===== config.mk =====
export PLATFORM = sky130hd
export DESIGN_NAME = muldiv_unit_flat
export DESIGN_NICKNAME = d
export VERILOG_FILES = /design/src/rtl/muldiv_pkg.sv /design/src/rtl/muldiv_if.sv /design/src/rtl/muldiv_abs_neg.sv /design/src/rtl/muldiv_unit.sv /design/src/flat_wrapper.sv
export SDC_FILE = /design/constraint.sdc
export NUM_CORES = 1
export LEC_CHECK = 0
export BUFFER_PORTS_ARGS = -buffer_cell sky130_fd_sc_hd__clkbuf_2
export CORE_AREA = 2 2 201 203
export CTS_CLUSTER_DIAMETER = 100
export DETAILED_ROUTE_END_ITERATION = 7
export DIE_AREA = 0 0 203 205
export SYNTH_ARGS = -nofsm -noshare
export SYNTH_HDL_FRONTEND = slang
export SYNTH_HIERARCHICAL = 1
export SYNTH_SLANG_ARGS = --single-unit

===== constraint.sdc =====
create_clock -name clk -period 7.61 [get_ports clk]
set_input_delay 0.761 -clock clk [delete_from_list [all_inputs] [get_ports clk]]
set_output_delay 0.761 -clock clk [all_outputs]
set_load 0.02 [all_outputs]

===== src/rtl/muldiv_pkg.sv =====
// Shared encodings for the iterative multiply/divide unit.
// The optional MULDIV_FLUSH_EN build adds a flush input to muldiv_if.
package muldiv_pkg;

    localparam int DATA_WIDTH_DEF = 32;

    typedef enum logic [1:0] {
        OP_MULTU = 2'b00,
        OP_MULT  = 2'b01,
        OP_DIVU  = 2'b10,
        OP_DIV   = 2'b11
    } op_e;

    typedef enum logic [1:0] {
        S_IDLE = 2'b00,
        S_CALC = 2'b01,
        S_FIX  = 2'b10,
        S_DONE = 2'b11
    } state_e;

    function automatic logic op_is_signed(input op_e op);
        return op[0];
    endfunction

    function automatic logic op_is_div(input op_e op);
        return op[1];
    endfunction

endpackage


===== src/rtl/muldiv_if.sv =====
// Request/result bundle between the execute-stage control and muldiv_unit.
// MULDIV_FLUSH_EN adds the flush request.
interface muldiv_if #(parameter int DATA_WIDTH = muldiv_pkg::DATA_WIDTH_DEF);
    logic                  start;
    logic [1:0]            op;
    logic [DATA_WIDTH-1:0] operand1;
    logic [DATA_WIDTH-1:0] operand2;
    logic                  hi_we;
    logic                  lo_we;
    logic [DATA_WIDTH-1:0] hilo_wdata;
`ifdef MULDIV_FLUSH_EN
    logic                  flush;
`endif
    logic                  busy;
    logic                  done;
    logic                  div_by_zero;
    logic [DATA_WIDTH-1:0] hi;
    logic [DATA_WIDTH-1:0] lo;

    modport master (
`ifdef MULDIV_FLUSH_EN
        output flush,
`endif
        output start, op, operand1, operand2, hi_we, lo_we, hilo_wdata,
        input  busy, done, div_by_zero, hi, lo
    );

    modport slave (
`ifdef MULDIV_FLUSH_EN
        input  flush,
`endif
        input  start, op, operand1, operand2, hi_we, lo_we, hilo_wdata,
        output busy, done, div_by_zero, hi, lo
    );
endinterface


===== src/rtl/muldiv_abs_neg.sv =====
// Conditional two's-complement negate: absolute value of operands on entry,
// sign restoration of results on exit.
module muldiv_abs_neg #(
    parameter int WIDTH = 32
) (
    input  logic [WIDTH-1:0] i_val,
    input  logic             i_neg,
    output logic [WIDTH-1:0] o_val
);
    assign o_val = i_neg ? (~i_val + WIDTH'(1)) : i_val;
endmodule


===== src/rtl/muldiv_unit.sv =====
// Iterative MULT/MULTU/DIV/DIVU unit owning HI/LO; one step per cycle, fixed latency.
// Optional MULDIV_FLUSH_EN: flush aborts CALC/FIX back to IDLE without touching HI/LO.
module muldiv_unit
    import muldiv_pkg::*;
#(
    parameter int DATA_WIDTH = DATA_WIDTH_DEF,
    parameter int CNT_WIDTH  = 6
) (
    input  logic      clk,
    input  logic      rst_n,
    muldiv_if.slave   io_bus
);
    localparam int W = DATA_WIDTH;

    state_e               r_state, w_state_nxt;
    logic [CNT_WIDTH-1:0] r_cnt;
    op_e                  r_op;
    logic [2*W-1:0]       r_prod;
    logic [W-1:0]         r_dvsr, r_hi, r_lo;
    logic                 r_neg_res, r_neg_rem, r_div0, r_dbz;

    logic                 w_busy, w_start_ok, w_flush, w_last, w_fix_wr;
    op_e                  w_op_in;
    logic                 w_sign1, w_sign2;
    logic [W-1:0]         w_abs1, w_abs2, w_rem;
    logic [W:0]           w_madd, w_shift, w_diff;
    logic                 w_ge;
    logic [2*W-1:0]       w_step, w_res_in, w_res;

`ifdef MULDIV_FLUSH_EN
    assign w_flush = io_bus.flush;
`else
    assign w_flush = 1'b0;
`endif

    assign w_busy     = (r_state == S_CALC) || (r_state == S_FIX);
    assign w_start_ok = io_bus.start && ((r_state == S_IDLE) || (r_state == S_DONE));
    assign w_last     = (r_cnt == CNT_WIDTH'(W - 1));
    assign w_fix_wr   = (r_state == S_FIX) && !w_flush;

    assign w_op_in = op_e'(io_bus.op);
    assign w_sign1 = op_is_signed(w_op_in) && io_bus.operand1[W-1];
    assign w_sign2 = op_is_signed(w_op_in) && io_bus.operand2[W-1];

    muldiv_abs_neg #(.WIDTH(W)) u_abs1 (.i_val(io_bus.operand1), .i_neg(w_sign1), .o_val(w_abs1));
    muldiv_abs_neg #(.WIDTH(W)) u_abs2 (.i_val(io_bus.operand2), .i_neg(w_sign2), .o_val(w_abs2));

    // r_prod is {partial product, multiplier} for multiply and {remainder, quotient} for divide
    assign w_madd  = {1'b0, r_prod[2*W-1:W]} + (r_prod[0] ? {1'b0, r_dvsr} : '0);
    assign w_shift = r_prod[2*W-1:W-1];
    assign w_diff  = w_shift - {1'b0, r_dvsr};
    assign w_ge    = !w_diff[W];
    assign w_step  = op_is_div(r_op)
                   ? {(w_ge ? w_diff[W-1:0] : w_shift[W-1:0]), r_prod[W-2:0], w_ge}
                   : {w_madd, r_prod[W-1:1]};

    assign w_res_in = op_is_div(r_op) ? {{W{1'b0}}, r_prod[W-1:0]} : r_prod;
    muldiv_abs_neg #(.WIDTH(2*W)) u_res (.i_val(w_res_in), .i_neg(r_neg_res), .o_val(w_res));
    muldiv_abs_neg #(.WIDTH(W)) u_rem (.i_val(r_prod[2*W-1:W]), .i_neg(r_neg_rem), .o_val(w_rem));

    always_ff @(posedge clk or negedge rst_n) begin
        if (!rst_n) r_state <= S_IDLE;
        else        r_state <= w_state_nxt;
    end

    always_comb begin
        w_state_nxt = r_state;
        case (r_state)
            S_IDLE, S_DONE: w_state_nxt = io_bus.start ? S_CALC : S_IDLE;
            S_CALC:         if (w_last) w_state_nxt = S_FIX;
            S_FIX:          w_state_nxt = S_DONE;
            default:        w_state_nxt = S_IDLE;
        endcase
        if (w_flush && w_busy) w_state_nxt = S_IDLE;
    end

    always_ff @(posedge clk or negedge rst_n) begin
        if (!rst_n) begin
            r_cnt     <= '0;
            r_op      <= OP_MULTU;
            r_prod    <= '0;
            r_dvsr    <= '0;
            r_neg_res <= 1'b0;
            r_neg_rem <= 1'b0;
            r_div0    <= 1'b0;
            r_dbz     <= 1'b0;
            r_hi      <= '0;
            r_lo      <= '0;
        end else begin
            if (w_start_ok) begin
                r_op      <= w_op_in;
                r_cnt     <= '0;
                r_dbz     <= 1'b0;
                r_div0    <= op_is_div(w_op_in) && (io_bus.operand2 == '0);
                r_neg_res <= w_sign1 ^ w_sign2;
                r_neg_rem <= w_sign1;
                r_prod    <= {{W{1'b0}}, op_is_div(w_op_in) ? w_abs1 : w_abs2};
                r_dvsr    <= op_is_div(w_op_in) ? w_abs2 : w_abs1;
            end else if (r_state == S_CALC) begin
                r_prod <= w_step;
                r_cnt  <= r_cnt + CNT_WIDTH'(1);
            end

            if (w_flush && w_busy) r_dbz <= 1'b0;

            // Divide by zero: remainder path already holds the original dividend
            if (w_fix_wr) begin
                r_dbz <= r_div0;
                if (op_is_div(r_op)) begin
                    r_lo <= r_div0 ? '1 : w_res[W-1:0];
                    r_hi <= w_rem;
                end else begin
                    r_lo <= w_res[W-1:0];
                    r_hi <= w_res[2*W-1:W];
                end
            end else if (!w_busy) begin
                if (io_bus.hi_we) r_hi <= io_bus.hilo_wdata;
                if (io_bus.lo_we) r_lo <= io_bus.hilo_wdata;
            end
        end
    end

    assign io_bus.busy        = w_busy;
    assign io_bus.done        = (r_state == S_DONE);
    assign io_bus.div_by_zero = r_dbz;
    assign io_bus.hi          = r_hi;
    assign io_bus.lo          = r_lo;

endmodule

===== src/flat_wrapper.sv =====
// flat-port wrapper written by rule: the top's interface ports become plain ports
module muldiv_unit_flat import muldiv_pkg::*;
#(
    parameter int DATA_WIDTH = DATA_WIDTH_DEF,
    parameter int CNT_WIDTH  = 6
)
  (clk, rst_n, io_bus_start, io_bus_op, io_bus_operand1, io_bus_operand2, io_bus_hi_we, io_bus_lo_we, io_bus_hilo_wdata, io_bus_busy, io_bus_done, io_bus_div_by_zero, io_bus_hi, io_bus_lo);
  muldiv_if #(.DATA_WIDTH(DATA_WIDTH)) io_bus_i ();
  input  logic clk;
  input  logic rst_n;
  input wire logic [$bits(io_bus_i.start)-1:0] io_bus_start;
  input wire logic [$bits(io_bus_i.op)-1:0] io_bus_op;
  input wire logic [$bits(io_bus_i.operand1)-1:0] io_bus_operand1;
  input wire logic [$bits(io_bus_i.operand2)-1:0] io_bus_operand2;
  input wire logic [$bits(io_bus_i.hi_we)-1:0] io_bus_hi_we;
  input wire logic [$bits(io_bus_i.lo_we)-1:0] io_bus_lo_we;
  input wire logic [$bits(io_bus_i.hilo_wdata)-1:0] io_bus_hilo_wdata;
  output wire logic [$bits(io_bus_i.busy)-1:0] io_bus_busy;
  output wire logic [$bits(io_bus_i.done)-1:0] io_bus_done;
  output wire logic [$bits(io_bus_i.div_by_zero)-1:0] io_bus_div_by_zero;
  output wire logic [$bits(io_bus_i.hi)-1:0] io_bus_hi;
  output wire logic [$bits(io_bus_i.lo)-1:0] io_bus_lo;
  assign io_bus_i.start = io_bus_start;
  assign io_bus_i.op = io_bus_op;
  assign io_bus_i.operand1 = io_bus_operand1;
  assign io_bus_i.operand2 = io_bus_operand2;
  assign io_bus_i.hi_we = io_bus_hi_we;
  assign io_bus_i.lo_we = io_bus_lo_we;
  assign io_bus_i.hilo_wdata = io_bus_hilo_wdata;
  assign io_bus_busy = io_bus_i.busy;
  assign io_bus_done = io_bus_i.done;
  assign io_bus_div_by_zero = io_bus_i.div_by_zero;
  assign io_bus_hi = io_bus_i.hi;
  assign io_bus_lo = io_bus_i.lo;
  muldiv_unit #(.DATA_WIDTH(DATA_WIDTH), .CNT_WIDTH(CNT_WIDTH)) u_core (.clk(clk), .rst_n(rst_n), .io_bus(io_bus_i));
endmodule

-- Yosys cells after proc, flatten, opt, wreduce, memory -nomap -nowiden
Cells that the tools add are included.
- register bits: 174
- latch bits: 0
- RAM bits: 0
- bits in read-only memories: 0
- bits of input ports: 103
- output and inout bits: 67
- memories: 0
- $add $sub $neg: 7
- $mul: 0
- div/mod/pow operators: 0
- magnitude comparators: 0
- equality and inequality tests: 6
- shift operators: 0
- mux-type cells: 28
- bitwise logic cells: 5
- reductions and logical operators: 16
- operators by type and width (kind ; number):
    32-bit two-way mux ; 16
    64-bit two-way mux ; 5
    32-bit by 1-bit adder with 32-bit output (second input constant) ; 3
    32-bit NOT ; 3
    64-bit by 1-bit adder with 64-bit output (second input constant) ; 1
    64-bit NOT ; 1
    32-bit by 33-bit adder with 33-bit output ; 1
    33-bit by 32-bit subtractor with 33-bit output ; 1
    32-bit zero test ; 1
    6-bit two-way mux ; 2
    2-bit nonzero test ; 4
    6-bit by 1-bit adder with 6-bit output (second input constant) ; 1
    6-bit by 5-bit == test with 1-bit output (second input constant) ; 1
    2-bit one-hot mux with 3 select lines ; 1
    2-bit == test (second input constant) ; 2
    1-bit logical AND ; 4
    2-bit by 1-bit != test with 1-bit output (second input constant) ; 2
    2-bit AND reduction ; 2
    1-bit two-way mux ; 3
    2-bit by 1-bit == test with 1-bit output (second input constant) ; 1
    2-bit zero test ; 1
    1-bit logical OR ; 2
    2-bit two-way mux ; 1
    2-bit OR reduction ; 1
    2 further kinds ; 2

-- Depth between registers and ports, before layout
- depth after elaboration: 7
- depth in mapped cells: 14
- mapped depth without buffers: 13

-- Hierarchy
The synthesis kept the hierarchy.
- modules (own cells, without submodules) (module ; times used ; cells each ; area each (sq um) ; sequential area each (sq um)):
    muldiv_unit ; 1 ; 1535 ; 12831.1 ; 4329.2
    muldiv_abs_neg (u_core.u_abs1 ...) ; 3 ; 99 ; 777.0 ; 0.0
    muldiv_abs_neg (u_core.u_res) ; 1 ; 206 ; 1649.1 ; 0.0

-- Worst setup path after synthesis
Ideal clock, no wire load.
- path kind: reg-to-reg
- start: reg u_core.r_op[1]
- end: reg u_core.r_hi[28], in the netlist u_core/io_bus.hi[28]
- data arrival time: 3.438 ns
- setup slack: 4.090 ns
- cell stages (with the launch flop): 14
- path buffers: 3
- period minus slack after synthesis: 3.520 ns
- cell sequence: dfrtp_1 > clkbuf_1 > clkbuf_1 > buf_1 > nor2_1 > or4_4 > or3_4 > or3_4 > o41ai_4 > xnor2_1 > mux2i_1 > nand2_1 > o21ai_0 > o21ai_0
- word-level cells in the longest chain between the ends: 6
- ends and longest elaborated chain (element ; RTL line ; text):
    start, declared ; muldiv_unit.sv:17 ; op_e r_op;
    start signal, assigned ; muldiv_unit.sv:91 ; r_op <= w_op_in;
    64-bit two-way mux ; muldiv_unit.sv:57 ; assign w_res_in = op_is_div(r_op) ? {{W{1'b0}}, r_prod[W-1:0]} : r_prod;
    net u_core.w_res_in[32] ; muldiv_unit.sv:28 ; logic [2*W-1:0] w_step, w_res_in, w_res;
    64-bit NOT ; muldiv_abs_neg.sv:10 ; assign o_val = i_neg ? (~i_val + WIDTH'(1)) : i_val;
    64-bit by 1-bit adder with 64-bit output ; muldiv_abs_neg.sv:10 ;
    64-bit two-way mux ; muldiv_abs_neg.sv:10 ;
    net u_core.w_res[60] ; muldiv_unit.sv:28 ;
    32-bit two-way mux ; muldiv_unit.sv:109 ; if (op_is_div(r_op)) begin
    32-bit two-way mux ; muldiv_unit.sv:107 ; if (w_fix_wr) begin
    end signal, assigned ; muldiv_unit.sv:111 ; r_hi <= w_rem;
    end signal, assigned ; muldiv_unit.sv:114 ; r_hi <= w_res[2*W-1:W];
    end signal, assigned ; muldiv_unit.sv:117 ; if (io_bus.hi_we) r_hi <= io_bus.hilo_wdata;
    end, declared ; muldiv_unit.sv:19 ; logic [W-1:0] r_dvsr, r_hi, r_lo;
The timed path passes the listed nets, and every way through them passes these cells.
A chain may end at the register's enable or synchronous reset.

-- Worst setup path after layout
- start: reg u_core.r_op[1]
- end: reg u_core.r_hi[12], in the netlist u_core/io_bus.hi[12]
Same word-level chain as after synthesis.

==> flow_summary.ini <==
[logic_synthesis]
synth_top_area_cell = dfrtp_1
synth-xor-area-share_pct = 10.98
synthTopCellsByCount = nand2_1 (276), o21ai_0 (258), xnor2_1 (178)
yosysWarningCount = 6
syn_area_um2 = 16810
seq_area_frac_synth_pct = 25.75
synthTopCellsByArea = dfrtp_1 (26%), xnor2_1 (9.3%), mux2i_1 (7.9%)
synth_top_family_by_area = compound AO/OA/AOI/OAI gates
synthSimpleGateAreaFrac_pct = 20.21
yosysMostFrequentCell = nand2_1
synth_top_area_share_pct = 25.75
avgSynthCellArea_um2 = 8.249
synth-edff-count = 0
synth-seq-cells = 173
synthAdderAreaFrac_pct = 5.671
yosysUniqueCellTypes = 94
syn-num-nets = 2216
synthCells = 2038
synthMuxAreaShare_pct = 7.986
synthFlopType = dfrtp_1
synth_compound_area_share_pct = 25.23
synth_async_sr_flop_share_pct = 100.0

[clock_tree]
postCtsHoldBufs = 0
tritoncts = yes
cts.path.max_buffers = 2
numCtsBuffers = 17
htree_levels = 4
clock_sinks = 173
cts-root-buf = clkbuf_16
clk_pin_slew_ns = 0.08
cts_resized = 0
postCtsSetupBuffers = 0
clk_latency_ns = 0.45

[setup_path]
worstPathArrival_ns = 4.22
startpoint = u_core/r_op[1]
worst_path_max_delay_cell = buf_4
cpMostUsedCell = o21ai_0
r2r_start = u_core/r_op[1]
reg2reg_slack_ns = 3.75
cp.required_ns = 7.97
path_cells = buf_4 > nor2_1 > or4_4 > or3_4 > or3_1 > o31ai_1 > xnor2_1 > mux2i_1 > nand2_1 > o21ai_0 > o21ai_0
ff2ff_path_depth = 11
worst_path_largest_cell_delay_ns = 0.76
worstSetupPathType = register to register
critPathLaunchType = register
cp_max_fo = 70
crit_path_end_kind = register
endpoint = u_core/io_bus.hi[12]
r2r_end = u_core/io_bus.hi[12]

[sta]
finalCritPeriodShare_pct = 50.74
max_slew_margin_pct = 16.77
whs_ns = 0.2494
skew_ns = 0.01442
period_needed_ns = 3.861
hold_viol_final = 0
setup_viol = 0
max_freq_mhz = 259.0
tightest_slew_ns = 1.245
setup-tns-final_ns = 0
slew_violations = 0
rsz0062_at_grt = no

[grt]
first_global_vias = 15022
antenna_found_initial = 1
overflow = 0
grt_max_degree = 132
grt_pass1_wl_um = 89110
groute.usage.overall_pct = 27.68

[final_layout]
syn2layout_area_growth_pct = 10.72
layout.nets = 2304
ff_latch_area_um2 = 4334
layout-drive-gt1-share_pct = 14.59
nFillCells = 3955
diodes = 0
multi_input_area_um2 = 11830

[route]
dr_total_vias = 15921
drt_pass1_iterations = 7
drtIter0Drc = 1288
ant_nets = 0
wl_per_cell_um = 21.67
drt-total-wl_um = 57700
drc_errors = 0
viasPerCell = 5.979

[placement]
globalplace.congestion = 0.9361
port_buffers = 169
dpl.hpwl_um = 44590

[die]
die_w_um = 203
rows = 73
core_um2 = 39370
chipHeight_um = 205
die-area_um2 = 41620
start_util_pct = 42.70
io_pins = 170

[run_status]
run_status = complete, no violations

[power_and_ir_drop]
combinationalPowerShare_pct = 66.5
intPower_uw = 4208
pwr-share-seq_pct = 23.3
p_per_area_nw_per_um2 = 490.7
ir_drop_v = 0.0002101
p_leak_uw = 0.007764
power_frac_clock_pct = 10.2
switchingPower_uw = 4925
p_sw_share_pct = 53.93

[job]
maxCapViolations = 0

[min_path]
hold_path_class = input pin to asynchronous set/reset pin
-- worst min path at each step --
stage | startpoint | endpoint | depth (start not counted)
floorplan | u_core/r_neg_res | u_core/r_neg_res | 2
global placement | u_core/io_bus.hi[2] | u_core/io_bus.hi[2] | 2
detailed placement | u_core/io_bus.hi[2] | u_core/io_bus.hi[2] | 2
CTS | rst_n | u_core/io_bus.lo[11] | 1
global route | rst_n | u_core/io_bus.lo[11] | 1
finish | rst_n | u_core/io_bus.lo[11] | 1
-- metal layers --
metal | up-vias | share of wire, % | global-route usage (%)
met2 | 529 | 45 | 43.65
met4 | 2 | 3.5 | 10.45
li1 | 7602 | - | -
met1 | 7683 | 46 | 37.90
met3 | 105 | 5.9 | 4.709
met5 | - | 0.029 | 0
-- registers in the layout, indices dropped and copies added (netlist names) --
register	count
u_core/r_prod	64
u_core/io_bus.hi	32
u_core/io_bus.lo	32
u_core/r_dvsr	32
u_core/r_cnt	6
u_core/r_state	2
u_core/io_bus.div_by_zero	1
u_core/r_div0	1
u_core/r_neg_rem	1
u_core/r_neg_res	1
u_core/r_op	1
-- through the flow --
step	instances	total power, uW	area [um^2]	setup slack, ns	util [%]
3_5_place_dp	2632	8127	18020	3.763	45.79
5_1_grt	2663	9842	18610	3.391	47.28
3_3_place_gp	2632	8073	18020	3.792	45.79
4_1_cts	2663	9084	18610	3.720	47.28
6_report	2663	9133	18610	3.749	47.28
2_1_floorplan	2038	6344	16810	4.090	-
-- layout make-up --
| class | count | share of cell area, % |
|---|---|---|
| inverters | 61 | 1.230 |
| multi-input cells | 1688 | 63.56 |
| clock inverters | 10 | 0.6857 |
| repair buffers | 185 | 5.237 |
| well taps | 525 | 3.529 |
| clock buffers | 21 | 2.474 |
| flip-flops and latches | 173 | 23.29 |
-- cells in the final DEF (no fill, tap or decap), types with 48 or more instances in the layout --
cell and instances:
o21ai_0 258, o31ai_1 48, xnor2_1 178, inv_1 61, mux2i_1 133, clkbuf_2 167
nand2_1 275, ha_1 71, dfrtp_1 171, nor2_1 66, a21oi_1 72
-- power groups by stage --
stage | clock network (uW) | logic, uW | registers, uW
CTS | 952 | 6020 | 2110
global placement | 0 | 5950 | 2120
floorplan | 0 | 4340 | 2000
global route | 976 | 6680 | 2180
finish | 933 | 6070 | 2130
detailed placement | 0 | 6000 | 2130
-- worst max-delay path, delay by kind of cell (launching register included) --
kind	cells	cell delay [ns]
buf+inv	1	0.76
simple gates	5	1.81
xor+xnor	1	0.15
compound gates	3	0.53
mux	1	0.09
flops	1	0.41
-- logic make-up after synthesis --
kind of cell / Yosys count
multiplexers: 134
flip-flops: 173
adder cells (fa/ha/maj): 75
buffers and inverters: 177
XOR/XNOR: 209
AND/OR/NAND/NOR: 630
AO/OA/AOI/OAI: 640
Power figures use the tool's default switching activity.
